$ cat src/rtl/branch_pkg.sv
// Shared branch definitions: func3 encodings, BHT counter states and the
// saturating counter update used by the branch predict unit.
package branch_pkg;

  localparam logic [2:0] F3_BEQ  = 3'b000;
  localparam logic [2:0] F3_BNE  = 3'b001;
  localparam logic [2:0] F3_BLT  = 3'b100;
  localparam logic [2:0] F3_BGE  = 3'b101;
  localparam logic [2:0] F3_BLTU = 3'b110;
  localparam logic [2:0] F3_BGEU = 3'b111;

  typedef enum logic [1:0] {
    SNT = 2'd0,
    WNT = 2'd1,
    WT  = 2'd2,
    ST  = 2'd3
  } bht_cnt_t;

  // Two-bit saturating counter step: taken moves toward ST, not taken toward SNT.
  function automatic bht_cnt_t sat_update(input bht_cnt_t cnt, input logic taken);
    bht_cnt_t next;
    next = cnt;
    if (taken) begin
      if (cnt != ST) next = bht_cnt_t'(cnt + 2'd1);
    end else begin
      if (cnt != SNT) next = bht_cnt_t'(cnt - 2'd1);
    end
    return next;
  endfunction

endpackage

$ cat src/rtl/branch_resolve.sv
// Combinational branch/jump resolution from func3 and the ALU less/zero flags.
// o_legal marks the func3 encodings that are real conditional branches.
module branch_resolve
  import branch_pkg::*;
(
  input  logic       i_jump,
  input  logic       i_branch,
  input  logic [2:0] i_func3,
  input  logic       i_less,
  input  logic       i_zero,
  output logic       o_taken,
  output logic       o_legal
);

  logic w_cond;

  always_comb begin
    w_cond  = 1'b0;
    o_legal = 1'b1;
    case (i_func3)
      F3_BEQ:          w_cond = i_zero;
      F3_BNE:          w_cond = ~i_zero;
      F3_BLT, F3_BLTU: w_cond = i_less;
      F3_BGE, F3_BGEU: w_cond = ~i_less | i_zero;
      default: begin
        w_cond  = 1'b0;
        o_legal = 1'b0;
      end
    endcase
  end

  // Jumps always redirect and take priority over any branch encoding.
  assign o_taken = i_jump | (i_branch & w_cond);

endmodule

$ cat src/rtl/branch_predict_unit.sv
// Branch predict unit: EX-stage resolution plus a PC-indexed BHT of 2-bit
// counters feeding IF. Define BPU_PERF_CNT_EN to add branch/mispredict counters.
module branch_predict_unit
  import branch_pkg::*;
#(
  parameter int         XLEN        = 32,
  parameter int         BHT_ENTRIES = 64,
  parameter logic [1:0] BHT_INIT    = 2'b01
) (
  input  logic            clk,
  input  logic            reset,
  input  logic [XLEN-1:0] if_pc,
  output logic            if_predict_taken,
  input  logic            ex_valid,
  input  logic            ex_stall,
  input  logic            ex_branch,
  input  logic            ex_jump,
  input  logic [2:0]      ex_func3,
  input  logic            ex_less,
  input  logic            ex_zero,
  input  logic [XLEN-1:0] ex_pc,
  input  logic            ex_pred_taken,
  output logic            pc_sel,
  output logic            mispredict
`ifdef BPU_PERF_CNT_EN
  ,
  output logic [31:0]     perf_branches,
  output logic [31:0]     perf_mispredicts
`endif
);

  localparam int IDX_W = $clog2(BHT_ENTRIES);

  bht_cnt_t r_bht [BHT_ENTRIES];

  logic [IDX_W-1:0] w_if_idx;
  logic [IDX_W-1:0] w_ex_idx;
  logic             w_active;
  logic             w_taken;
  logic             w_legal;
  logic             w_update;
  logic             w_unused;

  assign w_if_idx = if_pc[IDX_W+1:2];
  assign w_ex_idx = ex_pc[IDX_W+1:2];
  assign w_unused = ^{if_pc[XLEN-1:IDX_W+2], if_pc[1:0], ex_pc[XLEN-1:IDX_W+2], ex_pc[1:0]};

  branch_resolve u_resolve (
    .i_jump   (ex_jump),
    .i_branch (ex_branch),
    .i_func3  (ex_func3),
    .i_less   (ex_less),
    .i_zero   (ex_zero),
    .o_taken  (w_taken),
    .o_legal  (w_legal)
  );

  assign w_active   = ex_valid & ~ex_stall;
  assign pc_sel     = w_active & w_taken;
  assign mispredict = w_active & (ex_branch | ex_jump) & (w_taken != ex_pred_taken);

  // Read is straight from the array, so a same-cycle update is seen next cycle.
  assign if_predict_taken = r_bht[w_if_idx][1];

  assign w_update = w_active & ex_branch & ~ex_jump & w_legal;

  always_ff @(posedge clk) begin
    if (reset) begin
      for (int i = 0; i < BHT_ENTRIES; i++) begin
        r_bht[i] <= bht_cnt_t'(BHT_INIT);
      end
    end else if (w_update) begin
      r_bht[w_ex_idx] <= sat_update(r_bht[w_ex_idx], w_taken);
    end
  end

`ifdef BPU_PERF_CNT_EN
  logic [31:0] r_perf_branches;
  logic [31:0] r_perf_mispredicts;

  always_ff @(posedge clk) begin
    if (reset) begin
      r_perf_branches    <= 32'd0;
      r_perf_mispredicts <= 32'd0;
    end else begin
      if (w_active & (ex_branch | ex_jump)) r_perf_branches <= r_perf_branches + 32'd1;
      if (mispredict) r_perf_mispredicts <= r_perf_mispredicts + 32'd1;
    end
  end

  assign perf_branches    = r_perf_branches;
  assign perf_mispredicts = r_perf_mispredicts;
`endif

endmodule

$ cat config.mk
export PLATFORM = sky130hd
export DESIGN_NAME = branch_predict_unit
export DESIGN_NICKNAME = d
export VERILOG_FILES = /design/src/rtl/branch_pkg.sv /design/src/rtl/branch_resolve.sv /design/src/rtl/branch_predict_unit.sv
export SDC_FILE = /design/constraint.sdc
export NUM_CORES = 1
export LEC_CHECK = 0
export BUFFER_PORTS_ARGS = -buffer_cell sky130_fd_sc_hd__buf_2
export CAP_MARGIN = 0
export CORE_MARGIN = 2
export CORE_UTILIZATION = 60
export DETAILED_ROUTE_END_ITERATION = 16
export GPL_ROUTABILITY_DRIVEN = 0
export HOLD_SLACK_MARGIN = 0.05
export PLACE_DENSITY_LB_ADDON = 0.05
export SLEW_MARGIN = 20
export SYNTH_ARGS = -nofsm -noshare
export SYNTH_HDL_FRONTEND = slang
export SYNTH_SLANG_ARGS = --single-unit
export TNS_END_PERCENT = 1
$ cat constraint.sdc
create_clock -name clk -period 5.1 [get_ports clk]
set_clock_uncertainty 0.15 [all_clocks]
set_input_delay 1.02 -clock clk [delete_from_list [all_inputs] [get_ports clk]]
set_output_delay 1.02 -clock clk [all_outputs]
set_load 0.05 [all_outputs]
# After elaboration in Yosys (flattened, before gate mapping)
# Memory sizes are Yosys's and may differ from the RTL's.
# Cells that the tools add are included.
# totals
mem_bits_rw	128
out_inout_bits	3
memories	1
romBits	0
regBits	0
inputBits	76
latchBits	0
word_cells	46
# classes
shifts	0
addsub	2
n_reduce_logical	6
div	0
eq_ne	7
bitwise	15
order_cmp	0
mux	15
n_mul	0
# mem_list
memory	depth	word_bits	rd	rd_ports_with_merged_regs	wr	line	text
r_bht	64	2	2	0	64	branch_predict_unit.sv:34	bht_cnt_t r_bht [BHT_ENTRIES];
# ops
cell	n
$eq A3 B3 Y1 const B	4
$mux W2	6
$and A1 B1 Y1	8
$mux W1	7
$mux W6	1
$reduce_or A2 Y1	3
$reduce_or A6 Y1	1
$not A1 Y1	4
$pmux W1 S4	1
$eq A3 B1 Y1 const B	1
$logic_not A3 Y1	1
$or A1 B1 Y1	3
$add A2 B1 Y2 const B	1
$ne A2 B2 Y1 const B	1
$reduce_bool A2 Y1	1
$sub A2 B1 Y2 const B	1
$ne A1 B1 Y1	1

# Logic depth before layout (Yosys ltp)
# Gate-level depths: netlist of run 1.
# depth
word_depth	10
mapped_depth	13
mapped_depth_nobuf	7

# Cells and area by module
# A second synthesis of run 1 with hierarchy kept.
# hier_totals
hier_cells	633
area_unflattened_um2	7586.0
# modules_own_cells
module	area_each_um2	cells_each	seq_area_each_um2	n_inst
branch_predict_unit	7541.0	626	3843.7	1
branch_resolve	45.0	7	0.0	1

# Worst setup path after synthesis of run 1
# Ideal clock, no wire load.
# synth_path
path_type	input-to-output
startpoint	input if_pc[2]
endpoint	output if_predict_taken
path_buffers	2
arrival_time_ps	3179
t_required_ps	3930
setup_slack_ps	751
path_stages	6
cell_sequence	clkbuf_1 -> buf_2 -> mux4_2 -> mux4_2 -> a211oi_1 -> a21oi_1
# synth_between
elab_chain_len	1
# synth_rtl
element	line	text
start, declared	branch_predict_unit.sv:12	input logic [XLEN-1:0] if_pc,
$mem_v2 Z64 W2	--	
end, declared	branch_predict_unit.sv:13	output logic if_predict_taken,
# No other way between the ends.

# Worst setup path in the final report of run 1
# Same ends and word-level chain as after synthesis.

==> results of run 1 <==
power by group through the flow:
stage	clock (mW)	combinational (mW)	sequential, mW
floorplan	0	0.320	1.20
global placement	0	0.368	1.21
detailed placement	0	0.374	1.21
CTS	1.26	0.375	1.19
global route	1.31	0.398	1.19
finish	1.26	0.379	1.19
final cells by class:
cell class                      count  share of cell area [%]
Clock inverter                     13                    1.92
Inverter                            3                   0.128
Clock buffer                       19                    4.92
Timing Repair Buffer               66                    5.18
Tap cell                          176                    2.50
Antenna cell                        1                  0.0284
Sequential cell                   128                    43.7
Multi-Input combinational cell    412                    41.6
final timing paths:
| kind | startpoint | cells after the start | slack, ns | end |
|---|---|---|---|---|
| max | if_pc[2] | 7 | 0.67 | if_predict_taken |
| min | ex_jump | 4 | 1.00 | r_bht[30][0] |
| max reg2reg | r_bht[34][0] | 8 | 1.96 | r_bht[54][0] |
| min reg2reg | r_bht[46][1] | 7 | 1.39 | r_bht[41][1] |
cells in the mapped netlist (2+ instances only):
cell	instances	share of area, %
nand3_2	60	7.5
nand3_1	11	0.69
nand2_1	27	1.3
buf_6	10	1.4
a22o_1	2	0.22
nor4_2	18	2.8
maj3_2	2	0.28
mux2_2	5	0.70
o21ai_0	4	0.25
edfxtp_1	128	48
buf_1	2	0.093
a31oi_1	3	0.23
o31ai_1	2	0.19
a22oi_1	10	0.93
a211o_1	2	0.22
nand3b_1	5	0.47
nand2b_1	19	1.5
mux2_1	2	0.28
nor3b_2	2	0.31
and3_1	5	0.39
a21o_1	51	4.8
buf_4	8	0.75
nor3_2	23	2.9
nor2_1	28	1.3
nor3_1	20	1.2
inv_1	3	0.14
nor2b_1	7	0.55
nor4_1	6	0.47
a21oi_1	8	0.50
buf_12	7	1.7
o22ai_1	2	0.16
mux2i_1	22	2.7
and3b_1	3	0.33
or3b_1	2	0.22
o211ai_1	2	0.19
clkbuf_1	24	1.1
and2_1	6	0.47
buf_2	21	1.3
mux4_2	32	9.0
per-layer routing:
| layer | global-route usage (%) | share of wire (%) | up-vias |
|---|---|---|---|
| met5 | 0 | 0 | - |
| met4 | 16.3 | 4.6 | 0 |
| met3 | 8.32 | 8.9 | 73 |
| met2 | 48.5 | 47 | 335 |
| met1 | 42.1 | 39 | 2816 |
| li1 | - | - | 2427 |
critical path, stage by stage:
cell,delay (ns)
buf_2,0.39
mux4_2,0.58
mux4_2,0.53
nor2b_1,0.16
a211oi_1,0.26
a21oi_1,0.08
buf_2,0.22
metrics by stage:
step,hold slack [ns],utilization (%),setup WS [ns]
after detailed placement,1.37,62.4,0.573
after global placement,1.35,62.4,0.638
final,1.00,67.0,0.670
after floorplan,1.09,-,0.751
after global routing,1.03,66.9,0.618
after CTS,0.968,66.9,0.649
cell families after synthesis:
kind of cell | share of synthesized area, %
multiplexers | 12.7
AO/OA/AOI/OAI | 8.97
flip-flops | 47.8
adder cells (fa/ha/maj) | 0.280
buffers and inverters | 6.74
AND/OR/NAND/NOR | 23.4
XOR/XNOR | 0.109
==> qor.yml, run 1 <==
dieArea_um2: 14300
p_comb_share_pct: 13.4
regArea_um2: 3840
num-fill-cells: 1000
synth_flop_cell: "edfxtp_1"
layout_common_cells: "128 x edfxtp_1, 60 x nand3_2, 51 x a21o_1, 38 x buf_4, 32 x mux4_2"
avgSynthCellArea_um2: 13.0
netlist_area_um2: 8030
crit_path_start_kind: "primary input"
synth_nets: 692
hold_path.class: "primary input to flop"
drtIter0Drc: 592
critPathKind: "primary input to output port"
grt_max_degree: 66
start_util_pct: 61.2
dp.cells: 785
cts-hold-fix-buffers: 0
critPathRequiredTime_ns: 3.93
p_leak_nw: 2.86
root_buffer: "clkbuf_16"
grt_pass1_vias: 5615
cp.arrival_ns: 3.26
htree_levels: 4
synth_seq_cells: 128
end_kind: "output port"
ant_nets: 0
max_slew.worst_pin.slew_ns: 0.833
largest_reg_flops: 128
syn_inst: 616
cts_setup_buffers: 0
clkSinkCount: 128
hpwl_um: 14100
grt.overflow.total: 0
cts_tree: "built"
critPathMaxFanout: 12
drive_gt1_share_pct: 37.6
multi_input_area_um2: 3660
status: "complete, no violations"
yosysSeqAreaShare_pct: 47.8
rsz0062_at_grt: "no"
cts_buffer_depth: 2
yosys.cell_types.count: 61
nNetsFinal: 704
drv_slew: 0
grt_usage_pct: 31.8
num_rows: 42
slew_headroom_pct: 44.2
syn_to_final_growth_pct: 9.48
finalSetupViolations: 0
hold_violations: 0
synth-edff-count: 128
drc: 0
sw_frac_of_total_pct: 25.4
p_clk_share_pct: 44.5
routed_wl_um: 21700
reg.largest.list: "r_bht: 128 flops"
power_mw: 2.82
async_flop_share_pct: 0
numPortBuffers: 26
die_h_um: 120
core_um2: 13100
switchingPower_mw: 0.716
antenna_found_initial: 1
clkLatencyLatePin_ns: 0.42
p_seq_share_pct: 42.0
cts.clk_slew.worst_paths_ns: 0.05
detail_route.vias_per_cell: 6.91
boundaryPins: 79
fmax_mhz: 226
dr.pass1.iters: 5
cts-buffers-inserted: 17
dieWidth_um: 120
drv_cap: 0
pwr_density_cell_nw_per_um2: 321
ys.warnings.count: 0
period_needed_ns: 4.43
regMostFlops: "r_bht"
grt_pass1_wl_um: 33300
final_area_um2: 8800
layout.cells.non_filler: 818
peakVddDrop_mv: 0.213
vias: 5651
finalSetupTns_ns: 0
cts-resized-gates: 0
dpl_cell_area_um2: 8190
wl_per_cell_um: 26.6
cell_internal_pwr_mw: 2.11
timing.final.crit_share_pct: 86.9
final_common_cell: "edfxtp_1"
(Power assumes the default switching activity.)
==> run 2, diff against run 1 <==
Settings changed: REMOVE_ABC_BUFFERS set to 1, TNS_END_PERCENT 1 to 10.
==> run 2 against run 1 <==
Effect of this change:
- routed wire length increased by 1.9%
- first-iteration DRC count increased by 7.1%
- hold slack improved by 0.0063 ns
- clock power decreased by 18%
- highest routed layer unchanged
- maximum frequency increased by 0.71%
- critical path type unchanged
- total power decreased by 7.7%
- sequential share of layout area increased by 0.61 points
==> qor.yml, run 2 (same netlist as run 1, synthesis figures left out) <==
status: "complete, no violations"
timing.final.crit_share_pct: 86.2
cp.arrival_ns: 3.23
layout.cells.non_filler: 812
layout_common_cells: "128 x edfxtp_1, 60 x nand3_2, 51 x a21o_1, 32 x mux4_2, 32 x buf_4"
min-delay-start: "ex_jump"
antenna_found_initial: 0
rsz0062_at_grt: "no"
end_kind: "output port"
grt_max_degree: 65
dp.cells: 781
dieWidth_um: 120
core_um2: 13100
htree_levels: 4
drive_gt1_share_pct: 37.1
syn_to_final_growth_pct: 7.99
drv_cap: 0
drc: 0
r2r-start: "r_bht[35][0]"
cts_setup_buffers: 0
critPathRequiredTime_ns: 3.93
detail_route.vias_per_cell: 6.94
cp_cell_sequence: "buf_2 -> buf_4 -> mux4_2 -> mux4_2 -> mux2i_1 -> a21oi_1 -> buf_2"
drtIter0Drc: 634
critPathKind: "primary input to output port"
final_area_um2: 8680
cts_buffer_depth: 2
num_rows: 42
period_needed_ns: 4.40
crit_family: "multiplexers"
cp_slowest_cell: "mux4_2"
die_h_um: 120
ant_nets: 0
cts-resized-gates: 0
cts-buffers-inserted: 17
cts.clk_slew.worst_paths_ns: 0.06
reg.largest.list: "r_bht: 128 flops"
clkSinkCount: 128
grt_pass1_wl_um: 34100
diodes: 0
worst_slack_ns: 0.702
hold_violations: 0
cts_tree: "built"
startpoint: "if_pc[2]"
slowest_delay_ns: 0.52
largest_reg_flops: 128
hpwl_um: 14600
finalSetupViolations: 0
post-place-ws_ns: 0.601
grt.overflow.total: 0
final_common_cell: "edfxtp_1"
numPortBuffers: 26
num-fill-cells: 1029
clkLatencyLatePin_ns: 0.42
critPathMaxFanout: 13
root_buffer: "clkbuf_16"
grt_pass1_vias: 5590
regMostFlops: "r_bht"
nNetsFinal: 700
hold_path.class: "primary input to flop"
vias: 5632
path_buf_inv: 3
boundaryPins: 79
dr.pass1.iters: 5
wl_per_cell_um: 27.3
dieArea_um2: 14300
slew_headroom_pct: 43.3
p_leak_nw: 2.81
peakVddDrop_mv: 0.261
max_slew.worst_pin.slew_ns: 0.851
pwr_density_cell_nw_per_um2: 300
drv_slew: 0
grt_usage_pct: 33.0
crit_path_start_kind: "primary input"
cts-hold-fix-buffers: 0
routed_wl_um: 22100
dpl_cell_area_um2: 8190
fmax_mhz: 227
start_util_pct: 61.2
finalSetupTns_ns: 0
run 2: routing by layer:
| metal | global-route usage (%) | vias to the layer above | part of all wire (%) | routed length [um] |
|---|---|---|---|---|
| met3 | 6.80 | 62 | 9.0 | 1990 |
| met1 | 44.4 | 2853 | 39 | 8700 |
| met2 | 51.5 | 300 | 47 | 10500 |
| met4 | 15.8 | 0 | 4.3 | 948 |
| li1 | - | 2417 | - | - |
| met5 | 0 | - | 0 | 0 |
run 2: through the flow:
stage / utilization [%] / hold slack [ns] / power (mW)
2_1_floorplan: - / 1.06 / 1.41
3_3_place_gp: 62.3 / 1.36 / 1.58
3_5_place_dp: 62.3 / 1.37 / 1.59
4_1_cts: 66.0 / 0.985 / 2.60
5_1_grt: 66.0 / 1.05 / 2.67
6_report: 66.0 / 1.01 / 2.61
run 2: tightest hold or removal path: cells and delay by family:
kind	cells	cell delay, ns
simple gates	3	0.35
buf+inv	1	0.11
run 2: final timing paths:
path | endpoint | slack [ns] | cells past startpoint
min | r_bht[30][0] | 1.01 | 4
min reg2reg | r_bht[4][0] | 1.38 | 6
max | if_predict_taken | 0.70 | 7
max reg2reg | r_bht[4][1] | 2.07 | 8
run 2: power by group:
part	switching, mW	internal [mW]	total, mW
Clock	0.427	0.607	1.03
Combinational	0.255	0.128	0.383
Sequential	0.0123	1.18	1.19
Total	0.695	1.91	2.61
run 2: area by class of cell:
| class | instances | area, um^2 | share of cell area [%] |
|---|---|---|---|
| flip-flops and latches | 128 | 3840 | 44.3 |
| multi-input cells | 412 | 3660 | 42.2 |
| repair buffers | 62 | 450 | 5.19 |
| clock buffers | 22 | 444 | 5.12 |
| well taps | 176 | 220 | 2.54 |
| clock inverters | 9 | 45.0 | 0.519 |
| inverters | 3 | 11.3 | 0.130 |
==> run 3, diff against run 2 <==
Settings changed: BUFFER_PORTS_ARGS -buffer_cell sky130_fd_sc_hd__buf_2 to unset, DONT_BUFFER_PORTS set to 1.
==> run 3 against run 2 <==
Effect of this change:
- non-clock buffer count down 40
- count of clock-buffer cells in the layout unchanged
- flip-flop and latch count unchanged
- combinational power down 20%
- die area unchanged
- via count down 4.4%
- critical path depth down 1
- cell count down 4.8%
- first-iteration DRC count up 13%
- final area down 2.3%
- maximum frequency up 15%
- critical path type unchanged
==> qor.yml, run 3 (same netlist as run 1, synthesis figures left out) <==
p_clk_share_pct: 43.0
dpl_cell_area_um2: 7940
cp.arrival_ns: 2.67
cts.clk_slew.worst_paths_ns: 0.05
core_um2: 13100
htree_levels: 4
syn_to_final_growth_pct: 5.51
cts-buffers-inserted: 17
largest_reg_flops: 128
grt.overflow.total: 0
fmax_mhz: 261
hold_path.class: "primary input to flop"
drive_gt1_share_pct: 32.5
dieArea_um2: 14300
r2r_slack_ns: 1.75
cts_tree: "built"
period_needed_ns: 3.84
cpMostUsedCell: "mux4_2"
grt_usage_pct: 31.4
antenna_found_initial: 0
final_util_pct: 64.5
layout.cells.non_filler: 773
cp_cell_sequence: "mux4_2 -> mux4_2 -> nor2b_1 -> a211oi_1 -> a21oi_1 -> buf_4"
final_common_cell: "edfxtp_1"
slew_headroom_pct: 40.6
regArea_um2: 3840
num-fill-cells: 1050
root_buffer: "clkbuf_16"
crit_path_start_kind: "primary input"
pwr_density_cell_nw_per_um2: 310
max_slew.worst_pin.slew_ns: 0.888
drtIter0Drc: 718
rsz0062_at_grt: "no"
numPortBuffers: 0
cp_slowest_cell: "mux4_2"
critPathMaxFanout: 16
wl_per_cell_um: 27.5
final_area_um2: 8480
boundaryPins: 79
dieWidth_um: 120
cts-resized-gates: 0
end_kind: "output port"
grt_pass1_vias: 5414
clkSinkCount: 128
crit_family: "multiplexers"
worst-r2r-cell-count: 8
reg.largest.list: "r_bht: 128 flops"
sw_frac_of_total_pct: 24.1
cts-hold-fix-buffers: 0
timing.final.crit_share_pct: 75.2
critPathRequiredTime_ns: 3.93
layout_common_cells: "128 x edfxtp_1, 60 x nand3_2, 51 x a21o_1, 32 x mux4_2, 28 x nor2_1"
ant_nets: 0
cts_buffer_depth: 2
num_rows: 42
critPathKind: "primary input to output port"
path_buf_inv: 1
die_h_um: 120
slowest_delay_ns: 0.49
start_util_pct: 61.2
finalSetupTns_ns: 0
grt_max_degree: 67
vias: 5386
finalSetupViolations: 0
nNetsFinal: 660
clkLatencyLatePin_ns: 0.42
detail_route.vias_per_cell: 6.97
peakVddDrop_mv: 0.182
drv_slew: 0
cell_internal_pwr_mw: 1.99
p_leak_nw: 2.65
dr.pass1.iters: 6
regMostFlops: "r_bht"
switchingPower_mw: 0.632
cts_setup_buffers: 0
drc: 0
hold_violations: 0
hold_depth: 1
grt_pass1_wl_um: 32700
status: "complete, no violations"
multi_input_area_um2: 3660
timing.critical_path.depth: 6
p_seq_share_pct: 45.2
hpwl_um: 13300
p_comb_share_pct: 11.7
dp.cells: 741
routed_wl_um: 21300
diodes: 0
drv_cap: 0
## run 3: cell count changes in the layout (fill, tap and decap cells not counted)
cell / before / now
clkinvlp_4: 1 / 0
buf_2: 26 / 0
buf_12: 4 / 3
bufinv_16: 0 / 2
clkinv_1: 2 / 5
clkinv_2: 6 / 3
buf_4: 32 / 19
## run 3: layout make-up
class | instances | area share, %
Sequential cell | 128 | 45.3
Tap cell | 176 | 2.60
Multi-Input combinational cell | 412 | 43.2
Timing Repair Buffer | 22 | 2.39
Clock inverter | 10 | 1.11
Inverter | 3 | 0.133
Clock buffer | 22 | 5.24
## run 3: power groups by stage
stage,Combinational (mW),Clock (mW),Sequential (mW)
floorplan,0.211,0,1.20
finish,0.308,1.13,1.19
global placement,0.301,0,1.21
CTS,0.306,1.13,1.19
detailed placement,0.306,0,1.21
global route,0.323,1.18,1.19
## run 3: worst paths after layout
| path | start | end |
|---|---|---|
| hold / removal | reset | r_bht[21][1] |
| hold reg to reg | r_bht[46][1] | r_bht[49][1] |
| setup / recovery | if_pc[2] | if_predict_taken |
| setup reg to reg | r_bht[44][1] | r_bht[17][0] |
## run 3: stage by stage
| stage | power (mW) | hold WS (ns) | setup slack (ns) |
|---|---|---|---|
| final | 2.62 | 0.678 | 1.26 |
| after global routing | 2.69 | 0.668 | 1.24 |
| after CTS | 2.62 | 0.662 | 1.28 |
| after detailed placement | 1.51 | 1.10 | 1.07 |
| after global placement | 1.51 | 1.10 | 1.15 |
| after floorplan | 1.41 | 1.06 | 0.901 |
## run 3: worst register-to-register path: stages, from the launching register on
cell and delay [ns]:
edfxtp_1 0.40, mux2_2 0.27, and3_1 0.17, nor4_1 0.47
nand3_1 0.21, a22oi_2 0.25, maj3_4 0.74, buf_12 0.30
nand3_2 0.11
## run 3: routing by layer
metal	vias to the layer above	routed length (um)	share of wire, %	global-route usage (%)
met1	2720	8360	39	43.1
met3	41	2010	9.4	7.03
met2	301	10400	49	49.5
met5	-	0	0	0
met4	0	525	2.5	11.4
li1	2324	-	-	-
